## src/rtl/wave_seq_fetch.sv

```systemverilog
// ---------------------------------------------------------------------------
// wave_seq_fetch
//
// Instruction sequencer for the waveform generator. Fetches 128-bit
// instructions from instruction memory, forwards SEGMENT instructions to the
// descriptor generator, runs JUMP instructions against a bank of loop counters
// and halts on END, on an illegal instruction, or on a stop request.
//
// Optional build macro: WAVE_SEQ_STATS_EN adds seg_count and cur_pc outputs.
//
// Ports:
//   clk, rst_n           clock, asynchronous active-low reset
//   start, start_addr    begin execution at start_addr (only while idle)
//   stop                 graceful halt request, honoured at the next decode
//   rd_addr, rd_valid    instruction read request (held until rd_ack)
//   rd_ack, rd_data      read completion and instruction word
//   seg_data, seg_valid  SEGMENT instruction towards the generator
//   seg_ready            generator accepts seg_data
//   busy                 high from accepted start until back in IDLE
//   done                 one-cycle pulse on END or on stop completion
//   err, err_addr        sticky illegal-instruction flag and its address
//   seg_count, cur_pc    (WAVE_SEQ_STATS_EN only) segment count, current pc
// ---------------------------------------------------------------------------
module wave_seq_fetch #(
    parameter int ADDR_W    = 33,
    parameter int LOOP_NUM  = 8,
    parameter int CNT_W     = 16,
    parameter int ADDR_STEP = 16
) (
    input  logic              clk,
    input  logic              rst_n,
    input  logic              start,
    input  logic              stop,
    input  logic [ADDR_W-1:0] start_addr,
    output logic [ADDR_W-1:0] rd_addr,
    output logic              rd_valid,
    input  logic              rd_ack,
    input  logic [127:0]      rd_data,
    output logic [127:0]      seg_data,
    output logic              seg_valid,
    input  logic              seg_ready,
    output logic              busy,
    output logic              done,
    output logic              err,
    output logic [ADDR_W-1:0] err_addr
`ifdef WAVE_SEQ_STATS_EN
    ,
    output logic [31:0]       seg_count,
    output logic [ADDR_W-1:0] cur_pc
`endif
);

    localparam logic [2:0] OP_SEGMENT = 3'b101;
    localparam logic [2:0] OP_JUMP    = 3'b111;
    localparam logic [2:0] OP_END     = 3'b001;

    typedef enum logic [2:0] {
        S_IDLE,
        S_FETCH,
        S_DECODE,
        S_ISSUE,
        S_JUMP
    } state_t;

    state_t            state;
    logic [ADDR_W-1:0] pc;
    logic [127:0]      instr;
    logic [CNT_W-1:0]  cnt [LOOP_NUM];
    logic              stop_pend;

    // Decoded fields of the latched instruction word.
    logic [2:0]        opcode;
    logic [ADDR_W-1:0] jump_target;
    logic [3:0]        jump_k;
    logic [CNT_W-1:0]  jump_t;
    logic              k_valid;
    logic [CNT_W-1:0]  sel_cnt;
    logic              jump_taken;
    logic [ADDR_W-1:0] pc_next;

    assign opcode      = instr[127:125];
    assign jump_target = instr[64+ADDR_W-1:64];
    assign jump_k      = instr[35:32];
    assign jump_t      = instr[CNT_W-1:0];
    assign k_valid     = ({28'd0, jump_k} < 32'(LOOP_NUM));
    assign pc_next     = pc + ADDR_W'(ADDR_STEP);

    // The latched word is held unchanged throughout ISSUE, so it doubles as
    // the segment payload without a second 128-bit register.
    assign seg_data = instr;

    // Counter selected by the current JUMP; the compare loop avoids indexing
    // the bank with a 4-bit field that may be wider than the bank needs.
    always_comb begin
        sel_cnt = '0;
        for (int i = 0; i < LOOP_NUM; i++) begin
            if (jump_k == 4'(i)) begin
                sel_cnt = cnt[i];
            end
        end
    end

    assign jump_taken = (sel_cnt < jump_t);

`ifdef WAVE_SEQ_STATS_EN
    assign cur_pc = pc;
`endif

    // Main sequencer. Every output apart from seg_data is a register updated
    // on the same edge as the state change it belongs to, so busy and done
    // line up exactly with the return to IDLE.
    always_ff @(posedge clk or negedge rst_n) begin
        if (!rst_n) begin
            state     <= S_IDLE;
            pc        <= '0;
            instr     <= '0;
            stop_pend <= 1'b0;
            rd_addr   <= '0;
            rd_valid  <= 1'b0;
            seg_valid <= 1'b0;
            busy      <= 1'b0;
            done      <= 1'b0;
            err       <= 1'b0;
            err_addr  <= '0;
            for (int i = 0; i < LOOP_NUM; i++) begin
                cnt[i] <= '0;
            end
`ifdef WAVE_SEQ_STATS_EN
            seg_count <= '0;
`endif
        end else begin
            done <= 1'b0;

            // Stop is remembered while running; transitions to IDLE below
            // clear it again because their assignment comes later.
            if (busy && stop) begin
                stop_pend <= 1'b1;
            end

            case (state)
                S_IDLE: begin
                    if (start && !stop) begin
                        pc        <= start_addr;
                        rd_addr   <= start_addr;
                        rd_valid  <= 1'b1;
                        err       <= 1'b0;
                        busy      <= 1'b1;
                        stop_pend <= 1'b0;
                        for (int i = 0; i < LOOP_NUM; i++) begin
                            cnt[i] <= '0;
                        end
`ifdef WAVE_SEQ_STATS_EN
                        seg_count <= '0;
`endif
                        state     <= S_FETCH;
                    end
                end

                // A read is never abandoned: stop waits for the acknowledge.
                S_FETCH: begin
                    if (rd_ack) begin
                        instr    <= rd_data;
                        rd_valid <= 1'b0;
                        state    <= S_DECODE;
                    end
                end

                S_DECODE: begin
                    if (stop_pend) begin
                        done      <= 1'b1;
                        busy      <= 1'b0;
                        stop_pend <= 1'b0;
                        state     <= S_IDLE;
                    end else if (opcode == OP_SEGMENT) begin
                        seg_valid <= 1'b1;
                        state     <= S_ISSUE;
                    end else if (opcode == OP_JUMP && k_valid) begin
                        state <= S_JUMP;
                    end else if (opcode == OP_END) begin
                        done      <= 1'b1;
                        busy      <= 1'b0;
                        stop_pend <= 1'b0;
                        state     <= S_IDLE;
                    end else begin
                        err       <= 1'b1;
                        err_addr  <= pc;
                        busy      <= 1'b0;
                        stop_pend <= 1'b0;
                        state     <= S_IDLE;
                    end
                end

                // seg_valid stays up until the generator takes the word,
                // even if stop arrives in the meantime.
                S_ISSUE: begin
                    if (seg_ready) begin
                        seg_valid <= 1'b0;
                        pc        <= pc_next;
                        rd_addr   <= pc_next;
                        rd_valid  <= 1'b1;
`ifdef WAVE_SEQ_STATS_EN
                        if (seg_count != 32'hFFFF_FFFF) begin
                            seg_count <= seg_count + 32'd1;
                        end
`endif
                        state     <= S_FETCH;
                    end
                end

                // Counter below T: count and branch back. Counter at T: rearm
                // it for the next time the loop is entered and fall through.
                S_JUMP: begin
                    for (int i = 0; i < LOOP_NUM; i++) begin
                        if (jump_k == 4'(i)) begin
                            cnt[i] <= jump_taken ? (cnt[i] + CNT_W'(1)) : '0;
                        end
                    end
                    if (jump_taken) begin
                        pc      <= jump_target;
                        rd_addr <= jump_target;
                    end else begin
                        pc      <= pc_next;
                        rd_addr <= pc_next;
                    end
                    rd_valid <= 1'b1;
                    state    <= S_FETCH;
                end

                default: begin
                    state <= S_IDLE;
                end
            endcase
        end
    end

endmodule

```

## config.mk

```make
export PLATFORM = sky130hd
export DESIGN_NAME = wave_seq_fetch
export DESIGN_NICKNAME = d
export VERILOG_FILES = /design/src/rtl/wave_seq_fetch.sv
export SDC_FILE = /design/constraint.sdc
export NUM_CORES = 1
export LEC_CHECK = 0
export CAP_MARGIN = 20
export CORE_ASPECT_RATIO = 1.2
export CORE_MARGIN = 8
export CORE_UTILIZATION = 45
export CTS_CLUSTER_SIZE = 30
export DETAILED_ROUTE_END_ITERATION = 8
export GPL_TIMING_DRIVEN = 0
export PLACE_DENSITY = 0.7
export REMOVE_ABC_BUFFERS = 1
export SETUP_SLACK_MARGIN = 0.15
export SKIP_CTS_REPAIR_TIMING = 1
export SLEW_MARGIN = 10
export SYNTH_ARGS = -nofsm -noshare
export SYNTH_HDL_FRONTEND = slang
export SYNTH_SLANG_ARGS = --single-unit
```

## constraint.sdc

```tcl
create_clock -name clk -period 5.42 [get_ports clk]
set_input_delay 1.084 -clock clk [delete_from_list [all_inputs] [get_ports clk]]
set_output_delay 1.084 -clock clk [all_outputs]
set_load 0.03 [all_outputs]
```

# Yosys cells after proc, flatten, opt, wreduce, memory -nomap -nowiden
# Index checks and enable logic that the tools add are counted.
# word_totals
inputBits	167
output_inout_bits	199
word_cells	158
reg_bits	331
# op_classes
addsub	9
n_reduce_logical	27
n_eq_ne	32
n_mux	66
n_bitwise	4
n_lt_le_gt_ge	2
# op_table
cell	n
$mux 16	24
$pmux 128 s2	1
$add 16x1->16 const B	8
$mux 128	1
$mux 33	3
$pmux 33 s3	1
$add 33x5->33 const B	1
$ne 2x2->1 const B	16
$reduce_and 3->1	10
$mux 1	24
$mux 3	6
$eq 4x3->1 const B	4
$lt 16x16->1	1
$pmux 3 s5	1
$reduce_and 4->1	3
$eq 3x3->1 const B	3
$eq 4x2->1 const B	2
$pmux 1 s2	4
$eq 3x1->1 const B	2
$eq 3x2->1 const B	2
$ne 3x3->1 const B	2
$reduce_and 6->1	1
$reduce_bool 2->1	3
$reduce_and 5->1	1
11 further kinds	16

# Depth between registers and ports, before layout
# depth
ltp_word	13
depth_mapped	19
depth_no_buf	14

# Least setup slack after synthesis
# Ideal clock, no wire load.
# synth_path
path_kind	register -> register
startpoint	register instr[32] (netlist: seg_data[32])
endpoint	register pc[0]
synth_period_minus_slack_ns	4.338
path_buffers	4
path_stages_with_launch	15
arrival_ns	4.213
setup_ns	0.125
slack_ns	1.082
path_cell_list	dfrtp_1 > buf_2 > buf_1 > clkbuf_1 > mux4_2 > nand2_1 > nand3_1 > ha_1 > and2_1 > a221o_1 > a221oi_4 > o21ai_1 > buf_2 > a21oi_1 > mux2_2
# synth_between
elab_chain_len	12
elab_cells_between_ends	19
classes_between	order compare (1); eq/ne (7); mux (10); reduce/logical (1)
# synth_rtl
item	line_no	source
from (decl)	67	logic [127:0] instr;
from (signal assigned)	162	instr <= rd_data;
$logic_not 4->1	97	if (jump_k == 4'(i)) begin
$mux 16 (7 in a row)	97	
$mux 16 (*)	97	
$lt 16x16->1 (*)	103	assign jump_taken = (sel_cnt < jump_t);
$mux 33 (*)	218	if (jump_taken) begin
$pmux 33 s3 (*)	140	case (state)
to (signal assigned)	143	pc <= start_addr;
to (signal assigned)	219	pc <= jump_target;
to (signal assigned)	222	pc <= pc_next;
to (decl)	66	logic [ADDR_W-1:0] pc;
# Every way passes the cells marked *; elsewhere a longest branch is shown, timed or not.
# A chain may end at the register's enable or synchronous reset.

# Worst setup path in the final report
# layout_path
startpoint	register instr[34] (netlist: seg_data[34])
endpoint	register cnt[75] (netlist name)
# layout_between
elab_chain_len	13
elab_cells_between_ends	22
classes_between	order compare (1); eq/ne (8); mux (11); reduce/logical (2)
# layout_rtl
item	line_no	source
$logic_not 4->1	97	
$mux 16 (8 in a row)	97	
$lt 16x16->1	103	
$mux 16	215	cnt[i] <= jump_taken ? (cnt[i] + CNT_W'(1)) : '0;
$mux 16	214	if (jump_k == 4'(i)) begin
$pmux 128 s2	140	
to (signal, indexed assignment)	215	
to (decl)	68	logic [CNT_W-1:0] cnt [LOOP_NUM];
# Parallel ways exist; a longest one is shown, timed or not. The select of a mux whose other input is x is not followed.

==> impl_metrics.json <==
{
  "p_int_mw": 7.735,
  "vias": 15650,
  "start_kind": "register",
  "grt_max_degree": 96,
  "cts_tree": "yes",
  "setup_tns_ps": 0,
  "p_comb_frac": 0.487,
  "synth-xor-area-share": 0.01021,
  "power_switching_mw": 5.879,
  "leakagePower_nw": 9.169,
  "hold_class": "in -> async",
  "fillers": 3102,
  "place_congestion": 0.8616,
  "firstDrtPassIters": 6,
  "netlist_instances": 1716,
  "start_util": 0.4552,
  "drcViolationCount": 0,
  "ant_nets": 0,
  "synth_edf_count": 0,
  "ys.flop_type": "dfrtp_1",
  "finalMaxSlewViolations": 0,
  "syn-cell-area_um2": 17150,
  "viasPerCell": 6.112,
  "cts.sinks": 331,
  "crit_arrival_ps": 5500,
  "swShare": 0.4318,
  "synth-compound-area-share": 0.1689,
  "fp-row-count": 78,
  "multi_input_area_um2": 8348,
  "core_um2": 37670,
  "layout.cells.most_common": "clkdlybuf4s50_1",
  "seqPwrFrac": 0.320,
  "vdd_drop_max_uv": 450.0,
  "track_usage": 0.2508,
  "rsz0062_at_grt": "true",
  "synth_top_family_by_area": "compound AO/OA/AOI/OAI gates",
  "p_clk_frac": 0.193,
  "critical_path_required_ps": 5860,
  "fin_skew_ps": 20.14,
  "endpoint_kind": "register",
  "criticalPathCategory": "reg -> reg",
  "pin_count": 366,
  "synthAdderAreaFrac": 0.01751,
  "crit_fanout": 28,
  "worst_pin_slew_ps": 1221,
  "clkSlewWorstSetupHoldPaths_ps": 60,
  "antenna_found_initial": 3,
  "cts_buffer_depth": 3,
  "finalCritPeriodShare": 0.9339,
  "drt_iter0_drc": 1353,
  "fmax_mhz": 197.6,
  "drive_gt1_frac": 0.1354,
  "grt_pass1_vias": 15080,
  "globalRouteOverflowTotal": 0,
  "ys_types": 69,
  "clk_latency_ps": 540,
  "power_density_nw_per_um2": 596.7,
  "final_cell_mix": "clkdlybuf4s50_1 (364), dfrtp_1 (328), mux2_2 (162), nand2_1 (144), o21ai_0 (113)",
  "routed_wl_um": 58210,
  "hold_viol": 0,
  "synth.yosys.warnings": 0,
  "wl_per_cell_um": 22.74,
  "die-area_um2": 44640,
  "hpwl_um": 42330,
  "port_buffers": 365,
  "die_h_um": 229.8,
  "slew-limit-headroom": 0.1857,
  "outcome": "completed",
  "dp.cells": 2480,
  "grt_pass1_wl_um": 90220,
  "yosys.area_share.simple": 0.1601,
  "seqCellArea_um2": 8289,
  "ys_seq_area_frac": 0.4830,
  "synthMuxAreaShare": 0.1255,
  "synth.ff_latch_count": 331,
  "dieWidth_um": 194.2,
  "setup_viol": 0,
  "cap_viol_max_count": 0,
  "syn_area_per_cell_um2": 9.994,
  "area_growth_pct": 33.03,
  "numCtsBuffers": 37,
  "power.total_mw": 13.61,
  "async_reset_ff_frac": 1.000,
  "cts-root-buf": "clkbuf_16",
  "period_minus_slack_ps": 5062,
  "htree_levels": 2,
  "layout.cells.non_filler": 2560,
  "final_nets": 2239
}
[sequential cells by signal (all words and copies together), names as in the netlist]
name,count
busy,1
cnt,128
done,1
err,1
err_addr,33
pc,33
rd_valid,1
seg_data,128
seg_valid,1
state,3
stop_pend,1
[synthesized netlist by cell type, types with 4 or more instances]
cell / n / area (um2)
or4_1: 4 / 30.03
o221ai_1: 4 / 35.03
o21ai_0: 114 / 570.6
ha_1: 24 / 300.3
o211ai_1: 11 / 82.58
nand4_1: 13 / 81.33
nor3_1: 19 / 95.09
dfrtp_1: 331 / 8283
a21o_1: 10 / 75.07
nor3b_1: 4 / 30.03
and4_1: 9 / 78.83
or3_1: 73 / 456.7
or2_2: 6 / 37.54
a22o_1: 14 / 122.6
nor4_1: 7 / 43.79
xnor2_1: 16 / 140.1
a22oi_1: 14 / 105.1
a21oi_1: 102 / 510.5
xor2_1: 4 / 35.03
o21ai_1: 7 / 35.03
a221oi_1: 4 / 35.03
mux2i_1: 26 / 260.3
clkbuf_1: 67 / 251.5
nand3_1: 108 / 540.5
buf_1: 6 / 22.52
a31oi_1: 106 / 663.1
inv_1: 51 / 191.4
o311ai_0: 19 / 166.4
nor2b_1: 8 / 50.05
buf_2: 23 / 115.1
nand2_1: 145 / 544.3
mux2_2: 162 / 1824
and2_1: 15 / 93.84
a2111oi_0: 7 / 61.31
a211oi_1: 6 / 45.04
nand2b_1: 5 / 31.28
and3_1: 47 / 294.0
nor2_1: 72 / 270.3
o22ai_1: 6 / 37.54
[per-stage QoR]
stage | worst slack, ps | utilization | area (um2) | hold slack (ps)
floorplan | -189.6 | - | 16740 | 445.4
global placement | -11700 | 0.5574 | 21000 | 463.8
detailed placement | -456.2 | 0.5674 | 21380 | 470.0
CTS | -453.1 | 0.6015 | 22660 | 477.8
global route | 108.2 | 0.6055 | 22810 | 499.7
finish | 358.1 | 0.6056 | 22810 | 473.7
[layer usage]
layer  track usage  share of wire  wire length (um)  vias to the layer above
met1        0.3134           0.39             22850                     7822
met5             0              0                 0                        -
met2        0.4308           0.50             29040                      662
met4       0.08889          0.033              1894                        0
li1              -              -                 -                     7058
met3       0.04559          0.076              4433                      104
[logic make-up after synthesis]
| family | after synthesis |
|---|---|
| flops | 331 |
| mux | 191 |
| compound gates | 458 |
| fa+ha+maj | 24 |
| buf+inv | 149 |
| xor+xnor | 20 |
| simple gates | 543 |
[critical path: stages, from the launching register on]
cell and delay (ps):
dfrtp_2 710, nor2b_1 510, and2_2 430, nor2_1 160
o211ai_1 240, a31oi_1 140, ha_1 330, a21o_1 170
a221o_1 350, a221oi_4 490, nand2_4 290, a21oi_4 410
buf_16 210, buf_16 190, a31oi_1 100, a31oi_1 210
[worst paths after layout]
path / start / end / slack (ps) / depth (start not counted)
worst max-delay path: seg_data[34] / cnt[75] / 360 / 15
worst min-delay path: rst_n / err_addr[0] / 470 / 1
worst max register to register: seg_data[34] / cnt[75] / 360 / 15
worst min register to register: cnt[94] / cnt[94] / 480 / 1
max in group asynchronous: rst_n / seg_data[123] / 3620 / 3
min in group clk: cnt[94] / cnt[94] / 480 / 1
[area by class of cell]
cell class,count,area share
flip-flops and latches,331,0.3634
repair buffers,389,0.1793
clock buffers,57,0.05007
clock inverters,10,0.006198
well taps,480,0.02633
multi-input cells,1238,0.3659
inverters,51,0.008391
diodes,4,0.0004388
[power groups by stage]
stage,registers (mW),clock network (mW),logic (mW)
after floorplan,5.61,0,2.36
after global placement,4.38,0,6.39
after detailed placement,4.38,0,6.55
after CTS,4.34,2.69,6.58
after global routing,4.49,2.78,7.00
final,4.36,2.63,6.63
Note: power is estimated with default switching activity, not from simulation.
